===== config.mk =====
export PLATFORM = sky130hd
export DESIGN_NAME = core_bus_arbiter
export DESIGN_NICKNAME = d
export VERILOG_FILES = /design/src/rtl/core_bus_arbiter_pkg.sv /design/src/rtl/bus_arb_pick.sv /design/src/rtl/core_bus_arbiter.sv
export SDC_FILE = /design/constraint.sdc
export NUM_CORES = 1
export LEC_CHECK = 0
export BUFFER_PORTS_ARGS = -buffer_cell sky130_fd_sc_hd__clkbuf_2
export CORE_AREA = 2 2 144 146
export CTS_CLUSTER_DIAMETER = 50
export DETAILED_ROUTE_END_ITERATION = 8
export DIE_AREA = 0 0 146 148
export GPL_ROUTABILITY_DRIVEN = 0
export SLEW_MARGIN = 15
export SYNTH_ARGS = -nofsm -noshare
export SYNTH_HDL_FRONTEND = slang
export SYNTH_SLANG_ARGS = --single-unit

===== constraint.sdc =====
create_clock -name clk -period 1.61 [get_ports clk]
set_clock_uncertainty 0.1 [all_clocks]
set_input_delay 0.0805 -clock clk [delete_from_list [all_inputs] [get_ports clk]]
set_output_delay 0.0805 -clock clk [all_outputs]
set_load 0.005 [all_outputs]

===== src/rtl/core_bus_arbiter_pkg.sv =====
// Shared CPU bus definitions for core_bus_arbiter: request/response structs for the
// instruction, data and memory (cbus) ports, plus the arbiter FSM state encoding.
package core_bus_arbiter_pkg;

    localparam logic [1:0] SIZE_WORD = 2'd2;

    typedef struct packed {
        logic        valid;
        logic [31:0] addr;
    } ibus_req_t;

    typedef struct packed {
        logic        addr_ok;
        logic        data_ok;
        logic [31:0] data;
    } ibus_resp_t;

    typedef struct packed {
        logic        valid;
        logic [31:0] addr;
        logic [1:0]  size;
        logic [3:0]  strobe;
        logic [31:0] data;
    } dbus_req_t;

    typedef struct packed {
        logic        addr_ok;
        logic        data_ok;
        logic [31:0] data;
    } dbus_resp_t;

    typedef struct packed {
        logic        valid;
        logic        is_write;
        logic [1:0]  size;
        logic [31:0] addr;
        logic [3:0]  strobe;
        logic [31:0] data;
    } cbus_req_t;

    typedef struct packed {
        logic        ready;
        logic        last;
        logic [31:0] data;
    } cbus_resp_t;

    typedef enum logic [2:0] {
        IDLE   = 3'd0,
        WAIT_I = 3'd1,
        WAIT_D = 3'd2,
        RESP_I = 3'd3,
        RESP_D = 3'd4
    } arb_state_t;

endpackage


===== src/rtl/bus_arb_pick.sv =====
// Two-way priority picker with a registered last-winner flag. Ties go to D when
// DATA_FIRST is nonzero, otherwise to whichever port did not win the previous grant.
module bus_arb_pick #(
    parameter int unsigned DATA_FIRST = 1
) (
    input  logic clk,
    input  logic resetn,
    input  logic req_i,
    input  logic req_d,
    input  logic take,
    output logic gnt_i,
    output logic gnt_d
);

    logic last_d_q;

    // Grant selection; last_d_q only matters on a tie in round-robin mode
    always_comb begin
        gnt_i = 1'b0;
        gnt_d = 1'b0;
        if (req_i && req_d) begin
            gnt_d = (DATA_FIRST != 0) ? 1'b1 : ~last_d_q;
            gnt_i = ~gnt_d;
        end else begin
            gnt_i = req_i;
            gnt_d = req_d;
        end
    end

    // Remember the most recent winner; reset to D so the first tie goes to I
    always_ff @(posedge clk or negedge resetn) begin
        if (!resetn) begin
            last_d_q <= 1'b1;
        end else if (take) begin
            last_d_q <= gnt_d;
        end else begin
            last_d_q <= last_d_q;
        end
    end

endmodule


===== src/rtl/core_bus_arbiter.sv =====
// Arbitrates the core's instruction and data buses onto one single-beat memory bus.
// Define CORE_BUS_ARB_PERF_EN to build the perf_icnt/perf_dcnt/perf_wait counters.
module core_bus_arbiter
    import core_bus_arbiter_pkg::*;
#(
    parameter int unsigned DATA_FIRST = 1,
    parameter int unsigned CNT_W      = 32
) (
    input  logic             clk,
    input  logic             resetn,
    input  ibus_req_t        ireq,
    output ibus_resp_t       iresp,
    input  dbus_req_t        dreq,
    output dbus_resp_t       dresp,
    output cbus_req_t        creq,
    input  cbus_resp_t       cresp,
    output logic [CNT_W-1:0] perf_icnt,
    output logic [CNT_W-1:0] perf_dcnt,
    output logic [CNT_W-1:0] perf_wait
);

    arb_state_t  state_q;
    cbus_req_t   hold_q;
    logic [31:0] rdata_q;
    logic        idle_s;
    logic        gnt_i_s;
    logic        gnt_d_s;
    logic        beat_done_s;

    assign idle_s      = resetn && (state_q == IDLE);
    assign beat_done_s = cresp.ready && cresp.last;

    bus_arb_pick #(
        .DATA_FIRST(DATA_FIRST)
    ) u_pick (
        .clk   (clk),
        .resetn(resetn),
        .req_i (idle_s && ireq.valid),
        .req_d (idle_s && dreq.valid),
        .take  (idle_s && (ireq.valid || dreq.valid)),
        .gnt_i (gnt_i_s),
        .gnt_d (gnt_d_s)
    );

    // Arbiter FSM: accept in IDLE, hold the request until the memory beat, answer once
    always_ff @(posedge clk or negedge resetn) begin
        if (!resetn) begin
            state_q <= IDLE;
            hold_q  <= '0;
            rdata_q <= 32'h0000_0000;
        end else begin
            case (state_q)
                IDLE: begin
                    if (gnt_d_s) begin
                        hold_q.valid    <= 1'b0;
                        hold_q.is_write <= |dreq.strobe;
                        hold_q.size     <= dreq.size;
                        hold_q.addr     <= dreq.addr;
                        hold_q.strobe   <= dreq.strobe;
                        hold_q.data     <= dreq.data;
                        state_q         <= WAIT_D;
                    end else if (gnt_i_s) begin
                        hold_q.valid    <= 1'b0;
                        hold_q.is_write <= 1'b0;
                        hold_q.size     <= SIZE_WORD;
                        hold_q.addr     <= ireq.addr;
                        hold_q.strobe   <= 4'b0000;
                        hold_q.data     <= 32'h0000_0000;
                        state_q         <= WAIT_I;
                    end else begin
                        state_q <= IDLE;
                    end
                end
                WAIT_I, WAIT_D: begin
                    if (beat_done_s) begin
                        rdata_q <= cresp.data;
                        state_q <= (state_q == WAIT_I) ? RESP_I : RESP_D;
                    end else begin
                        state_q <= state_q;
                    end
                end
                RESP_I, RESP_D: state_q <= IDLE;
                default:        state_q <= IDLE;
            endcase
        end
    end

    // Output decode: acceptance is same-cycle, everything else follows the registered state
    always_comb begin
        iresp         = '0;
        dresp         = '0;
        creq          = '0;
        iresp.addr_ok = gnt_i_s;
        dresp.addr_ok = gnt_d_s;
        case (state_q)
            WAIT_I, WAIT_D: begin
                creq       = hold_q;
                creq.valid = 1'b1;
            end
            RESP_I: begin
                iresp.data_ok = 1'b1;
                iresp.data    = rdata_q;
            end
            RESP_D: begin
                dresp.data_ok = 1'b1;
                dresp.data    = rdata_q;
            end
            default: creq = '0;
        endcase
    end

`ifdef CORE_BUS_ARB_PERF_EN
    logic [CNT_W-1:0] icnt_q;
    logic [CNT_W-1:0] dcnt_q;
    logic [CNT_W-1:0] wcnt_q;
    logic             waiting_s;

    assign waiting_s = (state_q == WAIT_I) || (state_q == WAIT_D);

    // Free-running performance counters, wrapping naturally at 2^CNT_W
    always_ff @(posedge clk or negedge resetn) begin
        if (!resetn) begin
            icnt_q <= '0;
            dcnt_q <= '0;
            wcnt_q <= '0;
        end else begin
            icnt_q <= icnt_q + CNT_W'(gnt_i_s);
            dcnt_q <= dcnt_q + CNT_W'(gnt_d_s);
            wcnt_q <= wcnt_q + CNT_W'(waiting_s);
        end
    end

    assign perf_icnt = icnt_q;
    assign perf_dcnt = dcnt_q;
    assign perf_wait = wcnt_q;
`else
    assign perf_icnt = '0;
    assign perf_dcnt = '0;
    assign perf_wait = '0;
`endif

endmodule


==> results.md, run 1 <==
- The reported max-cap violation count is 0.
- The net switching power is 5.374 mW.
- For this run, the post-layout net count is 1,183.
- The yosys synthesis warning count is 0.
- The final number of hold-violating endpoints is 0.
- The portion of the clock cycle consumed by the worst path in the final layout is 122.0%.
- The share of total power consumed by net switching is 35.65%.
- In this run the remaining antenna-violating nets after routing total 0.
- The checks that failed: setup timing.
- Summed over all layers, the routed wires come to 21,240 µm.
- The share of total power dissipated in the clock network is 14.6%.
- The synthesized area per cell is 9.944 µm².
- The first-iteration detailed-routing DRC count is 271.
- The final routed DRC violation total is 0.
- Buffers inserted during clock tree synthesis total 9.
- Once placement completed, the tool counted placed cells totaling 1,140.
- Combinational cells account for 53.5% of the total power.
- Along the worst path, the maximum fanout reaches 12.
- The area of the core region is 20,040 µm².
- The worst min-delay path category is in2async.
- The final-report max-slew violation count is 0.
- The run finished, with violations left.
- The initial antenna violation count is 0.
- The largest vdd supply drop is 0.6159 mV.
- Setup repair after global routing could not meet its margin everywhere.
- The synthesized design contains 0 enable-type register cells.
- For this run, the leading register cell type out of synthesis is sky130_fd_sc_hd__dfrtp_1.
- The type of the worst setup path is reg2out.
- Setup violations remaining at the end of the flow were counted as 243.
- The worst setup path is captured at a primary output.
- By count the netlist is led by sky130_fd_sc_hd__and2_1, sky130_fd_sc_hd__dfrtp_1, sky130_fd_sc_hd__buf_4, sky130_fd_sc_hd__nand3_1, sky130_fd_sc_hd__a22o_1.
- Sorting the synthesized cells by area gives the leading types as sky130_fd_sc_hd__dfrtp_1, sky130_fd_sc_hd__and2_1, sky130_fd_sc_hd__buf_4.
- The final cell count without fillers is 1,318.
- Final hold analysis gives a worst-case slack of 0.1134 ns.
- The pre-antenna-repair detailed-routing pass consisted of 5 iterations.
- Clock-pin slew was measured on the worst setup and hold paths at 0.08 ns.
- The worst setup path is launched from a flop.
- Once routing completed, OpenROAD measured the worst setup slack at -0.3541 ns.
- The tree is rooted in a sky130_fd_sc_hd__clkbuf_16.
- The global-route wire length before repair is 31,030 µm.
- The initial cell density of the core is 30.32%.
- The overflow left after global routing is 0.
- The internal power of the cells is 9.701 mW.
- No sink is reached through more buffers than the 2 on the longest clock path.
- After synthesis, flip-flops and latches occupy 43.66% of the total area.
- During placement, the flow inserted port buffers numbering 279.
- In this run the cell area measured after placement is 7551 µm².
- In this run, synthesis produced a sequential element count of 106.
- The worst-case setup slack after placement is -0.08813 ns.
- The layout overhead on the synthesized area is 63.74%.
- The die covers 21,610 µm².
- The summed instance area of the synthesized netlist is 6076 µm².
- In this run the number of H-tree levels came out at 3.
- The maximum clock frequency is 0.5091 GHz.
- For this run, asynchronously set or reset flops after synthesis account for 100.0%.
- Sequential cells burn 31.9% of the power.
- sky130_fd_sc_hd__and2_1 is the most common cell in the netlist.
- After synthesis, the netlist uses 32 different library cells.
- Overall power consumption after layout is estimated at 15.07 mW.
- The clock drives 106 sinks.
- The total half-perimeter wirelength after legalization and detailed placement is 12,660 µm.
- STA puts the critical path data required time at 1.43 ns.
- The die span in y is 148 µm.
- The worst-margin pin slew is 0.5791 ns.
- Data arrives at the worst endpoint at 1.78 ns.
- In this run the biggest area consumer among cell types represents 43.66% of the synthesized area.
- The total via count in the routed design is 5,963.
- Summing all non-filler instances in the final layout gives an area of 9948 µm².
- The number of global-route vias before repair came to 5,901.
- The number of cell rows is 52.
- The leakage dissipation is 5.059 nW.
- The width of the die is 146 µm.
- The post-synthesis cell count is 611.
- The per-cell via count in the routed design is 4.524.
- The post-route netlist has 40.46% of its cells at a drive strength greater than 1.
- The largest net degree at the start of global routing is 104.
- The final period demand of the worst path is 1.964 ns.
- The count of antenna diodes in the layout is 0.
- The number of placed I/O pins is 376.
- The clock tree from TritonCTS is done.
- Headroom to the max-slew limit came out at 61.39%.
- Summed over all instances, the cell type with the most area after synthesis is sky130_fd_sc_hd__dfrtp_1.
- For this run, the total global-route usage over all layers was measured as 18.03%.
- The clock reaches the later pin of the worst-skew pair after 0.35 ns.
- In this run the power density over the cells is 1515 nW/µm².
- After detailed routing, the average wire length per cell comes to 16.11 µm.
-- worst max-delay path, stage by stage, from the launching register on --
cell and delay, ns:
sky130_fd_sc_hd__dfrtp_2 0.48, sky130_fd_sc_hd__xnor2_4 0.18, sky130_fd_sc_hd__nor2_4 0.14, sky130_fd_sc_hd__buf_12 0.13
sky130_fd_sc_hd__buf_8 0.11, sky130_fd_sc_hd__buf_8 0.13, sky130_fd_sc_hd__and2_1 0.15, sky130_fd_sc_hd__clkbuf_2 0.12
-- area by class of cell --
| type | count | area [µm²] |
|---|---|---|
| clock buffer | 9 | 225.2 |
| timing repair buffer | 473 | 3735 |
| inverter | 2 | 7.507 |
| multi-input combinational | 451 | 2919 |
| sequential | 106 | 2656 |
| tap | 270 | 337.8 |
| fill | 1800 | 10090 |
| clock inverter | 7 | 67.56 |
-- final timing paths --
path | cells after the start | end | slack, ns | startpoint
max reg2reg | 6 | hold_q[52]$_DFFE_PN0P_ | -0.29 | state_q[0]$_DFFE_PN0P_
max in group asynchronous | 3 | hold_q[50]$_DFFE_PN0P_ | 0.38 | resetn
min reg2reg | 1 | hold_q[10]$_DFFE_PN0P_ | 0.40 | hold_q[10]$_DFFE_PN0P_
min in group clk | 4 | hold_q[70]$_DFFE_PN0P_ | 0.26 | dreq[70]
min | 2 | state_q[1]$_DFFE_PN0P_ | 0.11 | resetn
max | 7 | creq[57] | -0.35 | state_q[0]$_DFFE_PN0P_
-- stage by stage --
| stage | TNS, ns | utilization [%] |
|---|---|---|
| 3_3_place_gp | -3.961 | 37.68 |
| 3_5_place_dp | -5.495 | 37.68 |
| 6_report | -61.90 | 49.64 |
| 5_1_grt | -77.61 | 49.64 |
| 2_1_floorplan | -0.1954 | - |
| 4_1_cts | -58.98 | 47.94 |
-- metal layers --
layer	global-route usage (%)	routed length, µm	vias up
met5	0	0	-
met4	6.311	433	0
met3	2.778	1228	26
met2	32.08	10960	286
met1	22.29	8622	2876
li1	-	-	2775
-- cell usage in the layout, fill, tap and decap left out, drive strengths merged, types with 2 or more instances in the layout --
cell           n
mux2          32
dfrtp        106
nor3           3
inv            5
clkbuf       281
dlygate4sd3  137
nor4b          2
and2         135
buf           64
a22o          37
nand2         35
a32oi         32
nand3         64
nor2           3
conb          96
clkinv         4
-- timing repair --
item / 4_1_cts / 5_1_grt
endpoints found under the setup margin: 242 / 243
hold endpoints to repair: 212 / 0
pin swaps: 11 / 8
gates cloned: 5 / 7
resized for setup: 45 / 45
hold buffers: 137 / 0
setup buffers: 12 / 3
-- power by group through the flow --
| stage | clock (mW) | sequential, mW | combinational [mW] |
|---|---|---|---|
| finish | 2.21 | 4.81 | 8.06 |
| global route | 2.39 | 5.00 | 8.70 |
| CTS | 2.30 | 4.76 | 7.19 |
| detailed placement | 0 | 4.76 | 5.53 |
| global placement | 0 | 4.75 | 5.45 |
| floorplan | 0 | 4.46 | 3.54 |
-- kinds of logic (layout without fill, tap and decap cells) --
family / Yosys count / in the layout / share of synthesized area [%]
muxes: 32 / 32 / 5.931
DFF: 106 / 106 / 43.66
and+or+nand+nor: 248 / 248 / 23.25
buffers and inverters: 149 / 491 / 16.27
other: 1 / 96 / 0.06172
xor gates and xnor gates: 1 / 1 / 0.2678
AOI/OAI and AO/OA: 74 / 74 / 10.56
-- registers in the layout, summed over array words and instances, names as in the netlist --
signal   flops
hold_q      71
rdata_q     32
state_q      3
No activity file was read; power rests on OpenSTA's default activity.
==> run 2, diff against run 1 <==
--- a/config.mk
+++ b/config.mk
@@ -5,11 +5,11 @@
 export SDC_FILE = /design/constraint.sdc
 export NUM_CORES = 1
 export LEC_CHECK = 0
-export BUFFER_PORTS_ARGS = -buffer_cell sky130_fd_sc_hd__clkbuf_2
 export CORE_AREA = 2 2 144 146
 export CTS_CLUSTER_DIAMETER = 50
 export DETAILED_ROUTE_END_ITERATION = 8
 export DIE_AREA = 0 0 146 148
+export DONT_BUFFER_PORTS = 1
 export GPL_ROUTABILITY_DRIVEN = 0
 export SLEW_MARGIN = 15
 export SYNTH_ARGS = -nofsm -noshare
==> run 2 against run 1 <==
Net effect:
- the run ends with hold timing, setup timing left
- power rose by 1.3%
- sequential share of layout area rose by 0.69 points
- worst hold slack got worse by 0.81 ns
- cell area fell by 2.5%
- register-to-register slack got worse by 0.03 ns
- setup slack improved by 0.032 ns
- clock power rose by 4%
- global-route usage rose by 0.95 points
- non-clock buffer count fell by 262
- critical path depth fell by 1
- critical endpoint is now hold_q[9]$_DFFE_PN0P_
- largest cell class is now multi-input gates
==> results.md, run 2 (synthesized netlist as in run 1, its figures left out) <==
- The flow ran to the end, but the final reports show violations.
- The final reports fail on hold timing, setup timing.
- The slack of the worst reg-to-reg path came to -0.32 ns (-0.03 ns).
- The overflow left after global routing was 0 (unchanged).
- The startpoint class of the critical path is a flop.
- The clock tree buffer depth was 2 (unchanged).
- The full die area is 21,610 µm² (unchanged).
- The largest net degree at the start of global routing is 110 (+5.8%).
- The reg-to-reg critical path startpoint is state_q[0]$_DFFE_PN0P_.
- The share of the core filled with cells is 48.40% (-1.2 points).
- The reported max-cap violation count is 0 (unchanged).
- The layout overhead on the synthesized area is 59.64%.
- Setup repair after global routing could not meet its margin everywhere.
- The number of global-route vias before repair is 5,192 (-12%).
- The top cell types in the final layout, fill and taps aside, are sky130_fd_sc_hd__dlygate4sd3_1, sky130_fd_sc_hd__dfrtp_1, sky130_fd_sc_hd__conb_1.
- The clock slew seen by the registers of the worst setup and hold paths is 0.09 ns (about the same).
- The hold slack is -0.6942 ns (-0.8077 ns).
- The combined buffer and inverter count along the critical path came to 3 (-1).
- The share of total power in combinational logic came to 51.4% (-2.1 points).
- The initial antenna violation count came to 0 (unchanged).
- The total half-perimeter wirelength after legalization and detailed placement is 10,990 µm (-13%).
- The count of cells along the worst register-to-register path is 6 (unchanged).
- The worst-margin pin slew was 1.417 ns (+0.8383 ns).
- The capture instance of the worst register-to-register path is hold_q[9]$_DFFE_PN0P_.
- The number of H-tree levels came to 3 (unchanged).
- The fraction of layout instances using a drive strength above 1 is 35.50% (-5.0 points).
- The largest vdd supply drop is 0.7829 mV (+27%).
- On the critical path, the stage with the largest delay is an instance of sky130_fd_sc_hd__dfrtp_2.
- The total of buffers placed on input and output ports is 0 (-100%).
- The worst min-delay path category is in2async.
- The area of the core region is 20,040 µm² (unchanged).
- The first-iteration detailed-routing DRC count was 272 (+0.37%).
- The largest register by flop count is hold_q.
- The clock network latency to the later pin of the worst-skew pair is 0.35 ns (about the same).
- The sum of routed wire segments on met1 is 9251 µm (+7.3%).
- The post-placement cell count is 849 (-26%).
- The total routing usage reported by global routing was 18.99% (+0.95 points).
- The final period demand of the worst path is 1.932 ns (-0.03212 ns).
- The total power of the final layout is 15.26 mW (+1.3%).
- The clock share of power was 15.0% (+0.4 points).
- The post-detailed-route count of antenna-violating nets came to 0 (unchanged).
- The number of flip-flops under the largest register name is 71 (unchanged).
- In the final layout, the registers with the most flip-flops are hold_q x71, rdata_q x32, state_q x3.
- The global-route wire length before repair is 31,280 µm (+0.82%).
- The share of total power consumed by net switching is 38.85% (+3.2 points).
- The final number of hold-violating endpoints is 107 (+107).
- The die span in y was 148 µm (unchanged).
- The critical path goes through buf_12, nor4b_4, buf_6, o21ai_4, clkbuf_16, a22o_1.
- The data arrival at the endpoint of the critical path came to 2.08 ns (+0.30 ns).
- The count of antenna diodes in the layout is 0 (unchanged).
- The routed length per instance is 22.25 µm (+38%).
- In this design, the largest share of critical-path delay is due to buffers and inverters.
- STA classifies the critical path endpoint as a flop.
- The internal power of the cells is 9.335 mW (-3.8%).
- The number of setup violations in the final report is 243 (unchanged).
- The number of placed I/O pins was 376 (unchanged).
- The final cell count without fillers is 1,056 (-20%).
- The total length of routed met3 wires is 1461 µm (+19%).
- The clock sink count was 106 (unchanged).
- The power density normalized to cell area is 1574 nW/µm² (+3.9%).
- The detailed route wirelength on metal2 was 12,170 µm (+11%).
- The final-report max-slew violation count was 0 (unchanged).
- The total via count in the routed design is 5,265 (-12%).
- The critical path in this run is classified as reg2reg.
- The delay contributed by the slowest stage of the critical path was 0.46 ns (-0.02 ns).
- The leakage dissipation is 4.398 nW (-13%).
- The total detailed-routing wirelength came to 23,500 µm (+11%).
- The maximum fanout along the worst path is 8 (-4).
- The number of fill cells in the layout was 1,729 (-3.9%).
- The cell sitting at the root of the clock tree is a sky130_fd_sc_hd__clkbuf_16.
- The initial cell density of the core is 30.32% (unchanged).
- The per-cell via count in the routed design is 4.986 (+10%).
- The number of cell rows came to 52 (unchanged).
- The iteration count of the initial detailed-routing pass is 5 (unchanged).
- The portion of the clock cycle consumed by the worst path in the final layout came to 120.0% (-2.0 points).
- The worst setup margin came to -0.3220 ns (+0.03212 ns).
- The clock tree from TritonCTS is done.
- The number of buffers added to fix hold violations after cts was 141 (+2.9%).
- The number of buffers created by CTS is 9 (unchanged).
- The width of the die is 146 µm (unchanged).
- The library cell used most frequently in the layout, excluding fill and tap cells, is sky130_fd_sc_hd__dlygate4sd3_1.
- The worst-case setup slack after placement came to -0.04336 ns (+0.04477 ns).
- The uppermost layer routed is met4.
- The final routed DRC violation total came to 0 (unchanged).
- The required time of the critical path came to 1.76 ns (+0.33 ns).
- The net switching power came to 5.930 mW (+10%).
- The sequential group share of total power is 33.6% (+1.7 points).
- The tightest slew margin relative to the limit is 5.510% (-56 points).
- The post-layout net count is 921 (-22%).
- The maximum clock frequency was 0.5176 GHz (+1.7%).
run 2: cell count changes in the layout (fill, tap and decap cells not counted), sizes merged:
| cell | change |
|---|---|
| clkbuf | -262 |
| buf | -5 |
| bufbuf | +2 |
| clkinvlp | +2 |
| dlygate4sd3 | +2 |
| clkinv | -1 |
| dlymetal6s4s | +1 |
| inv | -1 |
run 2: repair_timing:
item	CTS	global route
resized for setup	104	163
endpoints found under the hold margin	212	107
pin swaps	49	64
cloned	17	13
setup buffers	20	9
setup endpoints to repair	241	244
run 2: power groups by stage:
stage / Combinational (mW) / Clock, mW / Sequential, mW
2_1_floorplan: 3.54 / 0 / 4.46
3_3_place_gp: 4.33 / 0 / 4.75
3_5_place_dp: 4.41 / 0 / 4.77
4_1_cts: 6.29 / 2.38 / 4.80
5_1_grt: 8.34 / 2.49 / 5.27
6_report: 7.85 / 2.29 / 5.12
run 2: worst max-delay path by stage:
stage,from,to,cells past startpoint
6_report,state_q[0]$_DFFE_PN0P_,hold_q[9]$_DFFE_PN0P_,6
5_1_grt,state_q[0]$_DFFE_PN0P_,creq[14],5
4_1_cts,state_q[0]$_DFFE_PN0P_,creq[2],5
3_5_place_dp,state_q[1]$_DFFE_PN0P_,hold_q[63]$_DFFE_PN0P_,4
3_3_place_gp,state_q[0]$_DFFE_PN0P_,hold_q[35]$_DFFE_PN0P_,5
2_1_floorplan,state_q[1]$_DFFE_PN0P_,hold_q[36]$_DFFE_PN0P_,6
run 2: layer usage:
| metal | GRT usage, % | vias up |
|---|---|---|
| met5 | 0 | - |
| met2 | 33.96 | 309 |
| met3 | 4.444 | 37 |
| li1 | - | 2257 |
| met4 | 6.893 | 0 |
| met1 | 22.26 | 2662 |
run 2: per-stage QoR:
| stage | area, µm² | setup TNS [ns] |
|---|---|---|
| final | 9699 | -53.07 |
| after global routing | 9699 | -70.00 |
| after CTS | 8795 | -55.04 |
| after detailed placement | 6100 | -2.156 |
| after global placement | 6100 | -1.719 |
| after floorplan | 6472 | -0.1954 |
run 2: layout make-up:
cell class                 instances  area [µm²]  share of cell area, %
timing repair buffer             211        2686                  27.70
clock buffer                       9       225.2                  2.322
sequential                       106        2656                  27.39
inverter                           2       10.01                 0.1032
clock inverter                     7       83.83                 0.8643
multi-input combinational        451        3700                  38.15
tap                              270       337.8                  3.483
run 2: worst reg2reg max path: stages, from the launching register on:
cell	delay [ns]
sky130_fd_sc_hd__dfrtp_2	0.46
sky130_fd_sc_hd__buf_12	0.14
sky130_fd_sc_hd__nor4b_4	0.38
sky130_fd_sc_hd__buf_6	0.19
sky130_fd_sc_hd__o21ai_4	0.15
sky130_fd_sc_hd__clkbuf_16	0.21
sky130_fd_sc_hd__a22o_1	0.18
==> run 3, diff against run 2 <==
--- a/config.mk
+++ b/config.mk
@@ -5,12 +5,13 @@
 export SDC_FILE = /design/constraint.sdc
 export NUM_CORES = 1
 export LEC_CHECK = 0
-export CORE_AREA = 2 2 144 146
+export CORE_AREA = 4 4 146 148
 export CTS_CLUSTER_DIAMETER = 50
 export DETAILED_ROUTE_END_ITERATION = 8
-export DIE_AREA = 0 0 146 148
+export DIE_AREA = 0 0 150 152
 export DONT_BUFFER_PORTS = 1
 export GPL_ROUTABILITY_DRIVEN = 0
+export HOLD_SLACK_MARGIN = 0.15
 export SLEW_MARGIN = 15
 export SYNTH_ARGS = -nofsm -noshare
 export SYNTH_HDL_FRONTEND = slang
==> run 3 against run 2 <==
Net effect:
- the run still ends with hold timing, setup timing left
- combinational power about the same
- fmax barely moved
- cell area shrank 6.2%
- sequential share of layout area grew 1.8 points
- register-to-register slack gained 0.02 ns
- setup slack better by 0.00070 ns
- highest routed layer is now met5
==> results.md, run 3 (synthesized netlist as in run 1, its figures left out) <==
- The hold slack is -0.6889 ns (+0.005325 ns).
- The final number of hold-violating endpoints came to 106 (-0.93%).
- The number of placed I/O pins was 376 (unchanged).
- The largest register by flop count is hold_q.
- The number of fill cells in the layout is 1,776 (+2.7%).
- The total of buffers placed on input and output ports came to 0 (unchanged).
- The final reports fail on hold timing, setup timing.
- The final period demand of the worst path came to 1.931 ns (-0.0007010 ns).
- The number of H-tree levels is 3 (unchanged).
- The endpoint identified for the worst register-to-register timing path is hold_q[32]$_DFFE_PN0P_.
- The number of global-route vias before repair is 5,003 (-3.6%).
- The element type at the critical path end is a primary output.
- The count of cells along the worst register-to-register path is 7 (+1).
- The clock slew seen by the registers of the worst setup and hold paths came to 0.08 ns (about the same).
- The reported max-cap violation count is 0 (unchanged).
- The total via count in the routed design is 5,169 (-1.8%).
- The post-detailed-route count of antenna-violating nets is 0 (unchanged).
- The startpoint class of the critical path is a flop.
- The number of buffers added to fix hold violations after cts was 141 (unchanged).
- The total power of the final layout came to 15.18 mW (-0.56%).
- In this run the critical register-to-register path is launched from state_q[0]$_DFFE_PN0P_.
- The flow ran to the end, but the final reports show violations.
- The routed length per instance is 20.76 µm (-6.7%).
- The summed area of non-filler cells in the final layout is 9096 µm² (-6.2%).
- The initial cell density of the core was 30.32% (unchanged).
- The final-report max-slew violation count is 0 (unchanged).
- The worst min-delay path category is in2async.
- The number of cell rows is 52 (unchanged).
- The clock tree buffer depth came to 2 (unchanged).
- The full die area is 22,800 µm² (+5.5%).
- The total detailed-routing wirelength came to 21,860 µm (-7.0%).
- The number of buffers created by CTS was 9 (unchanged).
- The clock network latency to the later pin of the worst-skew pair is 0.35 ns (about the same).
- The number of flip-flops under the largest register name is 71 (unchanged).
- The global-route wire length before repair was 28,080 µm (-10%).
- TritonCTS built the clock tree.
- The die span in y is 152 µm (+2.7%).
- The worst setup margin came to -0.3213 ns (+0.0007010 ns).
- The cell sitting at the root of the clock tree is a sky130_fd_sc_hd__clkbuf_16.
- The final routed DRC violation total is 0 (unchanged).
- The leakage dissipation is 4.169 nW (-5.2%).
- The type of the worst setup path is reg2out.
- The maximum clock frequency is 0.5178 GHz (about the same).
- In the final layout, the registers with the most flip-flops are hold_q x71, rdata_q x32, state_q x3.
- The first-iteration detailed-routing DRC count is 350 (+29%).
- The total routing usage reported by global routing is 15.60% (-3.4 points).
- The slack of the worst reg-to-reg path was -0.30 ns (+0.02 ns).
- Compared with the post-synthesis result, the final layout area differs by 49.71%.
- The iteration count of the initial detailed-routing pass is 5 (unchanged).
- The overflow left after global routing is 0 (unchanged).
- The initial antenna violation count is 1 (+1).
- The area of the core region is 20,040 µm² (unchanged).
- The per-cell via count in the routed design is 4.909 (-1.5%).
- The post-layout net count came to 916 (-0.54%).
- The largest net degree at the start of global routing was 110 (unchanged).
- The number of setup violations in the final report is 244 (+0.41%).
- The share of the core filled with cells came to 45.39% (-3.0 points).
- The maximum fanout along the worst path came to 8 (unchanged).
- Leaving out fill and tap cells, the most frequent cell in the layout is sky130_fd_sc_hd__dlygate4sd3_1.
- The top cell types in the final layout, fill and taps aside, are sky130_fd_sc_hd__dlygate4sd3_1, sky130_fd_sc_hd__dfrtp_1, sky130_fd_sc_hd__conb_1.
- The fraction of layout instances using a drive strength above 1 was 33.55% (-1.9 points).
- The post-place instance area is 6150 µm² (+0.82%).
- The width of the die is 150 µm (+2.7%).
- The data arrival at the endpoint of the critical path came to 1.75 ns (-0.33 ns).
- The required time of the critical path is 1.43 ns (-0.33 ns).
- The clock sink count is 106 (unchanged).
- The worst-case setup slack after placement came to -0.07697 ns (-0.03362 ns).
- The largest vdd supply drop is 0.8589 mV (+9.7%).
- The total half-perimeter wirelength after legalization and detailed placement is 12,120 µm (+10%).
- The portion of the clock cycle consumed by the worst path in the final layout is 120.0% (about the same).
- The power density normalized to cell area came to 1669 nW/µm² (+6.0%).
- Setup repair after global routing could not meet its margin everywhere.
## run 3: cell types whose count changed in the layout (fill, tap and decap cells not counted), sizes merged
cell,previous run,this run
diode,0,2
bufbuf,2,0
dlymetal6s4s,1,0
buf,59,55
clkbuf,19,21
clkinvlp,2,0
clkinv,3,5
## run 3: layout make-up
class | instances | area (µm²) | area share, %
flip-flops and latches | 106 | 2656 | 29.20
clock inverters | 7 | 63.81 | 0.7015
well taps | 270 | 337.8 | 3.714
clock buffers | 9 | 225.2 | 2.476
inverters | 2 | 10.01 | 0.1100
multi-input cells | 451 | 3406 | 37.44
diodes | 2 | 5.005 | 0.05502
repair buffers | 206 | 2392 | 26.30
## run 3: what timing repair did
item                       4_1_cts  5_1_grt
resized for setup               44      155
hold endpoints to repair       212      106
setup endpoints to repair      241      244
cloned                           2       17
pin swaps                        6       35
buffers inserted                12        7
## run 3: critical path, cell delays in order (launching register included)
cell	delay (ns)
sky130_fd_sc_hd__dfrtp_2	0.44
sky130_fd_sc_hd__xnor2_2	0.16
sky130_fd_sc_hd__buf_4	0.15
sky130_fd_sc_hd__nor2_4	0.17
sky130_fd_sc_hd__buf_12	0.17
sky130_fd_sc_hd__clkbuf_16	0.15
sky130_fd_sc_hd__and2_4	0.15
## run 3: worst max path at each step
stage                                      start                endpoint  slack [ns]  cells after the start
after global placement    state_q[1]$_DFFE_PN0P_  hold_q[65]$_DFFE_PN0P_       -0.04                      4
after CTS                 state_q[1]$_DFFE_PN0P_                 creq[2]       -0.31                      6
after floorplan           state_q[1]$_DFFE_PN0P_  hold_q[36]$_DFFE_PN0P_      -0.007                      6
after detailed placement  state_q[1]$_DFFE_PN0P_  hold_q[67]$_DFFE_PN0P_       -0.08                      4
after global routing      state_q[1]$_DFFE_PN0P_                creq[13]       -0.38                      6
final                     state_q[1]$_DFFE_PN0P_                creq[61]       -0.32                      6
## run 3: power by group
part / leakage, nW / internal (mW) / switching, mW
Sequential: 1.29 / 3.92 / 1.18
Clock: 0.144 / 1.08 / 1.12
Combinational: 2.74 / 4.43 / 3.45
## run 3: per-layer routing
metal | vias to the layer above | part of all wire, % | global-route usage [%]
met5 | - | 0.037 | 0
met4 | 2 | 1.9 | 5.490
met3 | 36 | 7.6 | 3.783
met2 | 287 | 52 | 27.81
met1 | 2599 | 39 | 18.05
li1 | 2245 | - | -
## run 3: per-stage QoR
stage	TNS (ns)	hold slack, ns	cells
CTS	-46.18	-0.7077	1028
global placement	-1.461	-0.3119	858
floorplan	-0.1954	-0.3151	706
global route	-68.81	-0.7241	1051
finish	-54.45	-0.6889	1053
detailed placement	-3.384	-0.3111	858
